==> src/rtl/fifo_wr_arbiter.sv <==
// rtl/fifo_wr_arbiter.sv - round-robin write arbiter feeding the single write port of Sync_FIFO
module fifo_wr_arbiter #(
    parameter int NREQ       = 4,
    parameter int DATA_WIDTH = 8,
    parameter int BUF_WIDTH  = 3
) (
    input  logic                       clk,
    input  logic                       rst,
    input  logic [NREQ-1:0]            req,
    input  logic [NREQ*DATA_WIDTH-1:0] req_data,
    output logic [NREQ-1:0]            gnt,
    output logic                       wr_en,
    output logic [DATA_WIDTH-1:0]      buf_in,
    input  logic [BUF_WIDTH:0]         fifo_counter,
    input  logic                       buf_full,
    output logic                       ovf_err
);

    localparam int LW = (NREQ > 1) ? $clog2(NREQ) : 1;
    localparam int CW = BUF_WIDTH + 2;
    localparam logic [CW-1:0] DEPTH = CW'(1) << BUF_WIDTH;

    logic [NREQ-1:0]       gnt_q, gnt_d;
    logic                  wr_en_q, wr_en_d;
    logic [DATA_WIDTH-1:0] buf_in_q, buf_in_d;
    logic [LW-1:0]         last_q, last_d;
    logic                  ovf_q, ovf_d;

    logic [NREQ-1:0]       elig;
    logic [CW-1:0]         committed;
    logic                  space_ok;
    logic                  found;
    logic [LW-1:0]         win;
    logic [LW:0]           cand;

    // A producer granted this cycle still shows the word just taken, so mask it.
    assign elig      = req & ~gnt_q;
    // The write in flight commits at the coming edge; reads are deliberately ignored.
    assign committed = CW'(fifo_counter) + CW'(wr_en_q);
    assign space_ok  = committed < DEPTH;

    always_comb begin
        found = 1'b0;
        win   = '0;
        cand  = '0;
        for (int k = 1; k <= NREQ; k++) begin
            cand = {1'b0, last_q} + (LW+1)'(k);
            if (cand >= (LW+1)'(NREQ)) begin
                cand = cand - (LW+1)'(NREQ);
            end
            if (!found && elig[cand[LW-1:0]]) begin
                found = 1'b1;
                win   = cand[LW-1:0];
            end
        end
    end

    always_comb begin
        gnt_d    = '0;
        wr_en_d  = 1'b0;
        buf_in_d = buf_in_q;
        last_d   = last_q;
        ovf_d    = ovf_q | (wr_en_q & buf_full);
        if (found && space_ok) begin
            gnt_d    = {{(NREQ-1){1'b0}}, 1'b1} << win;
            wr_en_d  = 1'b1;
            buf_in_d = req_data[win*DATA_WIDTH +: DATA_WIDTH];
            last_d   = win;
        end
    end

    always_ff @(posedge clk) begin
        if (rst) begin
            gnt_q    <= '0;
            wr_en_q  <= 1'b0;
            buf_in_q <= '0;
            last_q   <= LW'(NREQ - 1);
            ovf_q    <= 1'b0;
        end else begin
            gnt_q    <= gnt_d;
            wr_en_q  <= wr_en_d;
            buf_in_q <= buf_in_d;
            last_q   <= last_d;
            ovf_q    <= ovf_d;
        end
    end

    assign gnt     = gnt_q;
    assign wr_en   = wr_en_q;
    assign buf_in  = buf_in_q;
    assign ovf_err = ovf_q;

endmodule

==> config.mk <==
export PLATFORM = sky130hd
export DESIGN_NAME = fifo_wr_arbiter
export DESIGN_NICKNAME = d
export VERILOG_FILES = /design/src/rtl/fifo_wr_arbiter.sv
export SDC_FILE = /design/constraint.sdc
export NUM_CORES = 1
export LEC_CHECK = 0
export ABC_AREA = 1
export CORE_ASPECT_RATIO = 1.2
export CORE_MARGIN = 4
export CORE_UTILIZATION = 25
export DETAILED_ROUTE_END_ITERATION = 16
export PLACE_DENSITY = 0.54
export SLEW_MARGIN = 5
export SYNTH_ARGS = -nofsm -noshare
export SYNTH_HDL_FRONTEND = slang
export SYNTH_SLANG_ARGS = --single-unit
==> constraint.sdc <==
create_clock -name clk -period 1.8 [get_ports clk]
set_clock_uncertainty 0.15 [all_clocks]
set_input_delay 0.18 -clock clk [delete_from_list [all_inputs] [get_ports clk]]
set_output_delay 0.18 -clock clk [all_outputs]
set_load 0.02 [all_outputs]
==> results.py, run 1 <==
metrics = {
    "global_routing": {
        "grt_start_max_net_pins": 19,
        "grt_antenna_before_repair": 0,
        "grt-ovfl-total": 0,
        "grt_pass1_wl_um": 5768,
        "track_usage_pct": 13.32,
        "grt_pass1_vias": 1349,
    },
    "power_and_ir_drop": {
        "p_clk_share_pct": 8.2,
        "seqPwrFrac_pct": 14.0,
        "power.switching_w": 0.001969,
        "p_int_w": 0.002009,
        "powerDensity_nw_per_um2": 1777,
        "p_sw_share_pct": 49.50,
        "p_leak_nw": 0.9641,
        "ir_worst_vdd_v": 0.0007212,
        "power_frac_comb_pct": 77.8,
    },
    "drt": {
        "wl_um": 4024,
        "ant_nets": 0,
        "first_pass_iters": 4,
        "viasPerCell": 4.708,
        "routedWlPerCell_um": 13.37,
        "drtIter0Drc": 25,
        "drcViolationCount": 0,
        "routed-via-count": 1417,
    },
    "synthesis": {
        "ys_types": 24,
        "yosysSeqAreaShare_pct": 29.66,
        "post-synth-top-area-fraction_pct": 29.66,
        "synth_warnings": 0,
        "syn_inst": 163,
        "avgSynthCellArea_um2": 6.624,
        "synthTopCellsByArea": "dfxtp_1, nand3_1, nand2_1, nand2_2, buf_4",
        "yosys.area.top_type": "dfxtp_1",
        "syn_area_um2": 1080,
        "synth-seq-cells": 16,
        "synthesis.nets": 206,
    },
    "die": {
        "die_w_um": 68.00,
        "start_util_pct": 26.55,
        "io_pins": 57,
        "core_um2": 4066,
        "rows": 25,
        "die_h_um": 80.00,
        "die-area_um2": 5439,
    },
    "placed_design": {
        "io_buffers": 56,
        "hpwlAfterDp_um": 2792,
        "place.gp.congestion": 0.7608,
    },
    "sta": {
        "timing.final.crit_share_pct": 107.9,
        "fin_setup_tns_ns": -1.406,
        "fmax_ghz": 0.5147,
        "slew_violations": 0,
        "whs_ns": 0.2970,
        "setup_violations": 14,
        "slew_headroom_pct": 74.89,
        "period_needed_ns": 1.943,
        "worstMarginPinSlew_ns": 0.3717,
        "fin_ws_ns": -0.1429,
        "rsz0062_at_grt": "true",
        "hold_violations": 0,
    },
    "clock_tree": {
        "clkSinkCount": 16,
        "numCtsBuffers": 3,
        "cts_hold_buf": 0,
        "ctsRootBufferMaster": "clkbuf_8",
        "insertion_delay_ns": 0.25,
        "max-clock-path-buffers": 2,
        "cts_tree": "yes",
        "cts_max_level": 1,
        "clk_pin_slew_ns": 0.07,
    },
    "critical_path": {
        "cp_max_fo": 5,
        "cp-end-kind": "register",
        "r2r_start": "last_q[1]",
        "regToRegSetupSlack_ns": -0.14,
        "cp-startpoint": "last_q[1]",
        "critPathLaunchType": "register",
        "crit_type": "register to register",
        "worst-path-buf-inv": 3,
        "cp_slowest_stage_delay_ns": 0.39,
        "worst_path_max_delay_cell": "dfxtp_4",
        "cp.arrival_ns": 1.94,
        "path_delay_family": "simple AND/OR/NAND/NOR gates",
        "worstPathCellList": "buf_4, nand2_1, nand2_2, nand3_2, nand2_4, buf_6, nand4_1, a21oi_2, buf_4, nand3_1, nand3_1, nand2_1",
        "worst_ep_required_time_ns": 1.80,
    },
    "job": {
        "drv_cap": 0,
    },
    "cells_and_area": {
        "design.final.nets": 291,
        "layout_common_cells": "clkdlybuf4s50_1, nand2_1, nand3_1",
        "area.growth.synth_to_final_pct": 107.3,
        "final_common_cell": "clkdlybuf4s50_1",
        "diodes": 0,
        "fillers": 388,
        "drive_above_1_share_pct": 34.82,
    },
    "min_path": {
        "min-delay-start": "buf_in[3]",
        "hold_class": "register to register",
    },
    "outcome": {
        "status": "finished with violations",
        "failed_checks": "negative setup slack",
    },
}
==> worst paths after layout <==
kind / depth (start not counted) / to
worst max register to register: 12 / buf_in[5]
worst min-delay path: 2 / buf_in[3]
worst max-delay path: 12 / buf_in[5]
worst min register to register: 2 / buf_in[3]
==> metal layers <==
layer,track usage [%],share of wire (%),wire length [um],vias up
met4,2.386,0.32,13,0
li1,-,-,-,728
met1,16.72,40,1617,653
met5,0,0,0,-
met3,2.394,5.2,208,2
met2,23.34,54,2185,34
==> worst reg2reg max path: cells and delay by family (launching register included) <==
family	cells	cell delay (ns)
AO/OA/AOI/OAI	1	0.21
buffers and inverters	3	0.39
flip-flops	1	0.39
AND/OR/NAND/NOR	8	0.69
==> kinds of logic (layout without fill, tap and decap cells) <==
logic type / Yosys count / in the layout / share of synthesized area, %
AOI/OAI and AO/OA: 9 / 9 / 6.142
and+or+nand+nor: 124 / 128 / 57.13
DFF: 16 / 16 / 29.66
buffers and inverters: 14 / 94 / 7.067
==> sequential cells by signal (all words and copies together) (netlist names) <==
name     flops
buf_in       8
gnt          4
last_q       2
ovf_err      1
wr_en        1
==> area by class of cell <==
type / instances / area (um2) / share of cell area (%)
clock buffers: 4 / 55.05 / 2.459
inverters: 9 / 46.29 / 2.068
multi-input cells: 137 / 944.7 / 42.20
flip-flops and latches: 16 / 330.3 / 14.76
well taps: 54 / 67.56 / 3.018
repair buffers: 81 / 794.5 / 35.49
==> per-stage QoR <==
step | std cells | util (%) | cell area, um2 | setup slack [ns] | total power [W]
final | 301 | 55.05 | 2238 | -0.1429 | 0.003978
after global placement | 289 | 45.85 | 1864 | -0.3032 | 0.002848
after floorplan | 163 | - | 1096 | 0.00008682 | 0.002064
after detailed placement | 289 | 45.85 | 1864 | -0.3228 | 0.002851
after CTS | 294 | 48.34 | 1966 | -0.05772 | 0.003309
after global routing | 301 | 55.05 | 2238 | -0.2813 | 0.004296
==> cells in the mapped netlist (all sizes together) <==
master	count
a21oi	4
a22oi	2
a31oi	1
a41oi	1
buf	5
dfxtp	16
inv	9
nand2	58
nand3	56
nand4	2
nor2	6
nor3	2
o21ai	1
==> power groups by stage <==
stage / Clock [W] / Sequential, W / Combinational, W
after floorplan: 0 / 0.000634 / 0.00143
after global placement: 0 / 0.000543 / 0.00231
after detailed placement: 0 / 0.000541 / 0.00231
after CTS: 0.000326 / 0.000545 / 0.00244
after global routing: 0.000344 / 0.000574 / 0.00338
final: 0.000327 / 0.000558 / 0.00309
==> repair_timing <==
action                     4_1_cts  5_1_grt
setup endpoints to repair       14       14
buffers inserted                 1        3
gates resized for setup         11       45
gates cloned                     0        4
pin swaps                        4       19
Power figures use the tool's default switching activity.
==> run 2, diff against run 1 <==
--- a/config.mk
+++ b/config.mk
@@ -10,7 +10,8 @@
 export CORE_MARGIN = 4
 export CORE_UTILIZATION = 25
 export DETAILED_ROUTE_END_ITERATION = 16
-export PLACE_DENSITY = 0.54
+export GPL_ROUTABILITY_DRIVEN = 0
+export PLACE_DENSITY = 0.52
 export SLEW_MARGIN = 5
 export SYNTH_ARGS = -nofsm -noshare
 export SYNTH_HDL_FRONTEND = slang
==> constraint.sdc (replaced) <==
create_clock -name clk -period 2.5 [get_ports clk]
set_clock_uncertainty 0.15 [all_clocks]
set_input_delay 0.25 -clock clk [delete_from_list [all_inputs] [get_ports clk]]
set_output_delay 0.25 -clock clk [all_outputs]
set_load 0.02 [all_outputs]
==> results.py, run 2 (synthesized netlist as in run 1, its figures left out) <==
metrics = {
    "sta": {
        "rsz0062_at_grt": "false",
        "period_needed_ns": 2.127,
        "slew_headroom_pct": 72.80,
        "worstMarginPinSlew_ns": 0.4080,
        "slew_violations": 0,
        "setup_violations": 0,
        "fin_setup_tns_ns": 0,
        "hold_violations": 0,
        "fmax_ghz": 0.4702,
        "timing.final.crit_share_pct": 85.08,
    },
    "cells_and_area": {
        "drive_above_1_share_pct": 12.22,
        "design.final.nets": 265,
        "final_common_cell": "clkdlybuf4s50_1",
        "layout_common_cells": "clkdlybuf4s50_1, nand3_1, nand2_1",
        "register_area_um2": 320.3,
        "largest_reg_flops": 8,
        "diodes": 0,
        "area.growth.synth_to_final_pct": 61.41,
        "multi_input_comb_area_um2": 683.2,
        "fillers": 439,
    },
    "die": {
        "die_h_um": 80.00,
        "die_w_um": 68.00,
        "start_util_pct": 26.55,
        "core_um2": 4066,
        "io_pins": 57,
        "rows": 25,
        "die-area_um2": 5439,
    },
    "clock_tree": {
        "clkSinkCount": 16,
        "ctsResizeCount": 0,
        "clk_pin_slew_ns": 0.07,
        "cts_setup_buffers": 0,
        "insertion_delay_ns": 0.25,
        "ctsRootBufferMaster": "clkbuf_8",
        "cts_tree": "yes",
        "cts_max_level": 1,
        "cts_hold_buf": 0,
        "max-clock-path-buffers": 2,
        "numCtsBuffers": 3,
    },
    "drt": {
        "routedWlPerCell_um": 12.76,
        "routed-via-count": 1308,
        "wl_um": 3508,
        "drtIter0Drc": 65,
        "drcViolationCount": 0,
        "first_pass_iters": 4,
        "viasPerCell": 4.756,
        "ant_nets": 0,
    },
    "critical_path": {
        "ff2ff_path_depth": 13,
        "cp.arrival_ns": 2.13,
        "cp_max_fo": 19,
        "critPathLaunchType": "register",
        "worst_ep_required_time_ns": 2.50,
        "crit_type": "register to register",
        "cp-end-kind": "register",
    },
    "global_routing": {
        "grt_pass1_wl_um": 5740,
        "grt_pass1_vias": 1322,
        "grt_start_max_net_pins": 20,
        "grt_antenna_before_repair": 0,
        "grt-ovfl-total": 0,
        "track_usage_pct": 13.73,
    },
    "power_and_ir_drop": {
        "p_leak_nw": 0.7334,
        "p_total_w": 0.002003,
        "powerDensity_nw_per_um2": 1149,
        "ir_worst_vdd_v": 0.0003658,
    },
    "placed_design": {
        "hpwlAfterDp_um": 2816,
        "io_buffers": 56,
    },
    "job": {
        "drv_cap": 0,
    },
    "min_path": {
        "hold_class": "register to register",
        "min_path_cells": 2,
    },
    "outcome": {
        "status": "finished clean",
    },
}
run 2: worst paths after layout:
path / slack [ns] / from / to
worst max register to register: 0.37 / last_q[0] / buf_in[6]
worst min register to register: 0.30 / buf_in[6] / buf_in[6]
worst min-delay path: 0.30 / buf_in[6] / buf_in[6]
worst max-delay path: 0.37 / last_q[0] / buf_in[6]
run 2: power breakdown:
| group | leakage (nW) | internal, W | total, W | switching, W |
|---|---|---|---|---|
| registers | 0.132 | 0.000330 | 0.000379 | 0.0000497 |
| logic | 0.573 | 0.000515 | 0.00139 | 0.000874 |
| clock network | 0.0288 | 0.000140 | 0.000235 | 0.0000950 |
| total | 0.733 | 0.000985 | 0.00200 | 0.00102 |
run 2: metrics by stage:
step	hold WS, ns	util, %	std cells	setup WS [ns]	area (um2)
2_1_floorplan	0.1724	-	163	0.6728	1080
3_3_place_gp	0.2901	41.51	271	0.2670	1688
3_5_place_dp	0.2919	41.51	271	0.2134	1688
4_1_cts	0.3027	42.86	275	0.3631	1743
5_1_grt	0.3172	42.86	275	0.1299	1743
6_report	0.3024	42.86	275	0.3731	1743
run 2: area by class of cell:
type	instances	share of cell area, %
Sequential cell	16	18.38
Clock buffer	4	3.159
Timing Repair Buffer	59	33.45
Tap cell	54	3.877
Multi-Input combinational cell	133	39.20
Inverter	9	1.938
run 2: routing by layer:
layer  global-route usage (%)  part of all wire (%)
met3                    4.085                   8.2
met2                    23.05                    49
met4                    6.163                   1.9
met5                        0                     0
met1                    15.61                    41
run 2: worst max-delay path, cell delays in order, from the launching register on:
cell and delay, ns:
dfxtp_1 0.47, inv_2 0.16, nand2_1 0.08, nand2_1 0.09
nand2_1 0.10, nand2_2 0.09, nand2_2 0.07, nand2_2 0.06
nand2_2 0.29, nand2_8 0.15, nand2_1 0.09, nand3_1 0.07
nand3_1 0.09, nand2_1 0.05
==> run 3, diff against run 2 <==
--- a/config.mk
+++ b/config.mk
@@ -11,7 +11,7 @@
 export CORE_UTILIZATION = 25
 export DETAILED_ROUTE_END_ITERATION = 16
 export GPL_ROUTABILITY_DRIVEN = 0
-export PLACE_DENSITY = 0.52
+export PLACE_DENSITY = 0.56
 export SLEW_MARGIN = 5
 export SYNTH_ARGS = -nofsm -noshare
 export SYNTH_HDL_FRONTEND = slang
==> results.py, run 3 (synthesized netlist as in run 1, its figures left out) <==
metrics = {
    "outcome": {
        "status": "finished clean",
    },
    "drt": {
        "drcViolationCount": 0,
        "routedWlPerCell_um": 12.17,
        "routed-via-count": 1264,
        "drtIter0Drc": 75,
        "viasPerCell": 4.596,
        "first_pass_iters": 4,
        "ant_nets": 0,
        "wl_um": 3348,
    },
    "sta": {
        "worstMarginPinSlew_ns": 0.3991,
        "whs_ns": 0.3024,
        "period_needed_ns": 2.158,
        "slew_headroom_pct": 73.39,
        "slew_violations": 0,
        "fin_setup_tns_ns": 0,
        "rsz0062_at_grt": "false",
        "fmax_ghz": 0.4635,
        "timing.final.crit_share_pct": 86.30,
        "setup_violations": 0,
        "hold_violations": 0,
    },
    "critical_path": {
        "rr_endpoint": "buf_in[4]",
        "worst_path_max_delay_cell": "dfxtp_1",
        "ff2ff_path_depth": 13,
        "cp_slowest_stage_delay_ns": 0.47,
        "regToRegSetupSlack_ns": 0.34,
        "cp-end-kind": "register",
        "critPathLaunchType": "register",
        "worstPathCellList": "inv_2, nand2_1, nand2_1, nand2_1, nand2_2, nand2_2, nand2_2, nand2_2, nand2_8, nand2_1, nand3_1, nand3_1, nand2_1",
        "worst_ep_required_time_ns": 2.49,
        "crit_type": "register to register",
        "cp.arrival_ns": 2.15,
        "cp-startpoint": "last_q[0]",
        "crit_top_cell": "nand2_1",
        "r2r_start": "last_q[0]",
        "cp_max_fo": 19,
    },
    "die": {
        "io_pins": 57,
        "die-area_um2": 5439,
        "rows": 25,
        "die_h_um": 80.00,
        "start_util_pct": 26.55,
        "core_um2": 4066,
        "die_w_um": 68.00,
    },
    "clock_tree": {
        "cts_tree": "yes",
        "ctsResizeCount": 0,
        "max-clock-path-buffers": 2,
        "clkSinkCount": 16,
        "clk_pin_slew_ns": 0.06,
        "cts_hold_buf": 0,
        "cts_max_level": 1,
        "ctsRootBufferMaster": "clkbuf_8",
        "numCtsBuffers": 3,
        "cts_setup_buffers": 0,
        "insertion_delay_ns": 0.24,
    },
    "cells_and_area": {
        "largest_reg_flops": 8,
        "drive_above_1_share_pct": 12.22,
        "utilization_pct": 42.86,
        "design.final.nets": 265,
        "diodes": 0,
        "layout_common_cells": "clkdlybuf4s50_1, nand3_1, nand2_1",
        "final_common_cell": "clkdlybuf4s50_1",
        "area.growth.synth_to_final_pct": 61.41,
    },
    "min_path": {
        "min-delay-start": "buf_in[0]",
        "min_path_cells": 2,
        "hold_class": "register to register",
        "min_to": "buf_in[0]",
    },
    "global_routing": {
        "grt_start_max_net_pins": 20,
        "grt_antenna_before_repair": 0,
        "grt-ovfl-total": 0,
        "grt_pass1_vias": 1292,
        "track_usage_pct": 13.14,
        "grt_pass1_wl_um": 5568,
    },
    "job": {
        "drv_cap": 0,
    },
    "power_and_ir_drop": {
        "ir_worst_vdd_v": 0.0003102,
        "p_leak_nw": 0.7334,
        "powerDensity_nw_per_um2": 1145,
    },
    "placed_design": {
        "io_buffers": 56,
        "hpwlAfterDp_um": 2609,
    },
}
## run 3: cell counts in the layout (fill, tap and decap cells not counted)
No cell type changed its count.
## run 3: cell type report
class / instances / area (um2)
sequential: 16 / 320.3
inverter: 9 / 33.78
clock buffer: 4 / 55.05
timing repair buffer: 59 / 583.1
multi-input combinational: 133 / 683.2
fill: 425 / 2323
tap: 54 / 67.56
## run 3: how the worst max path moves through the flow
stage / end / slack, ns / cells past startpoint
floorplan: buf_in[2] / 0.67 / 13
global placement: buf_in[4] / 0.24 / 12
detailed placement: buf_in[4] / 0.22 / 12
CTS: buf_in[4] / 0.36 / 13
global route: buf_in[2] / 0.12 / 13
finish: buf_in[4] / 0.34 / 13
## run 3: where the power goes
part | total [W] | internal [W] | switching, W
registers | 0.000381 | 0.000330 | 0.0000514
logic | 0.00139 | 0.000515 | 0.000871
clock network | 0.000228 | 0.000140 | 0.0000885
total | 0.00200 | 0.000984 | 0.00101
## run 3: through the flow
| step | setup WS [ns] | instance area, um2 | std cells | total power (W) |
|---|---|---|---|---|
| final | 0.3425 | 1743 | 275 | 0.001995 |
| after global placement | 0.2389 | 1688 | 271 | 0.001780 |
| after floorplan | 0.6728 | 1080 | 163 | 0.001462 |
| after detailed placement | 0.2246 | 1688 | 271 | 0.001783 |
| after CTS | 0.3588 | 1743 | 275 | 0.002022 |
| after global routing | 0.1221 | 1743 | 275 | 0.002211 |
## run 3: worst max-delay path, delay by kind of cell (launching register included)
kind / cells / cell delay, ns
buf+inv: 1 / 0.16
flops: 1 / 0.47
simple gates: 12 / 1.27
## run 3: routing by layer
layer,vias up,part of all wire (%),track usage (%)
met4,0,0.39,4.175
met5,-,0,0
li1,673,-,-
met2,49,45,20.44
met3,2,8.5,3.521
met1,540,46,17.33
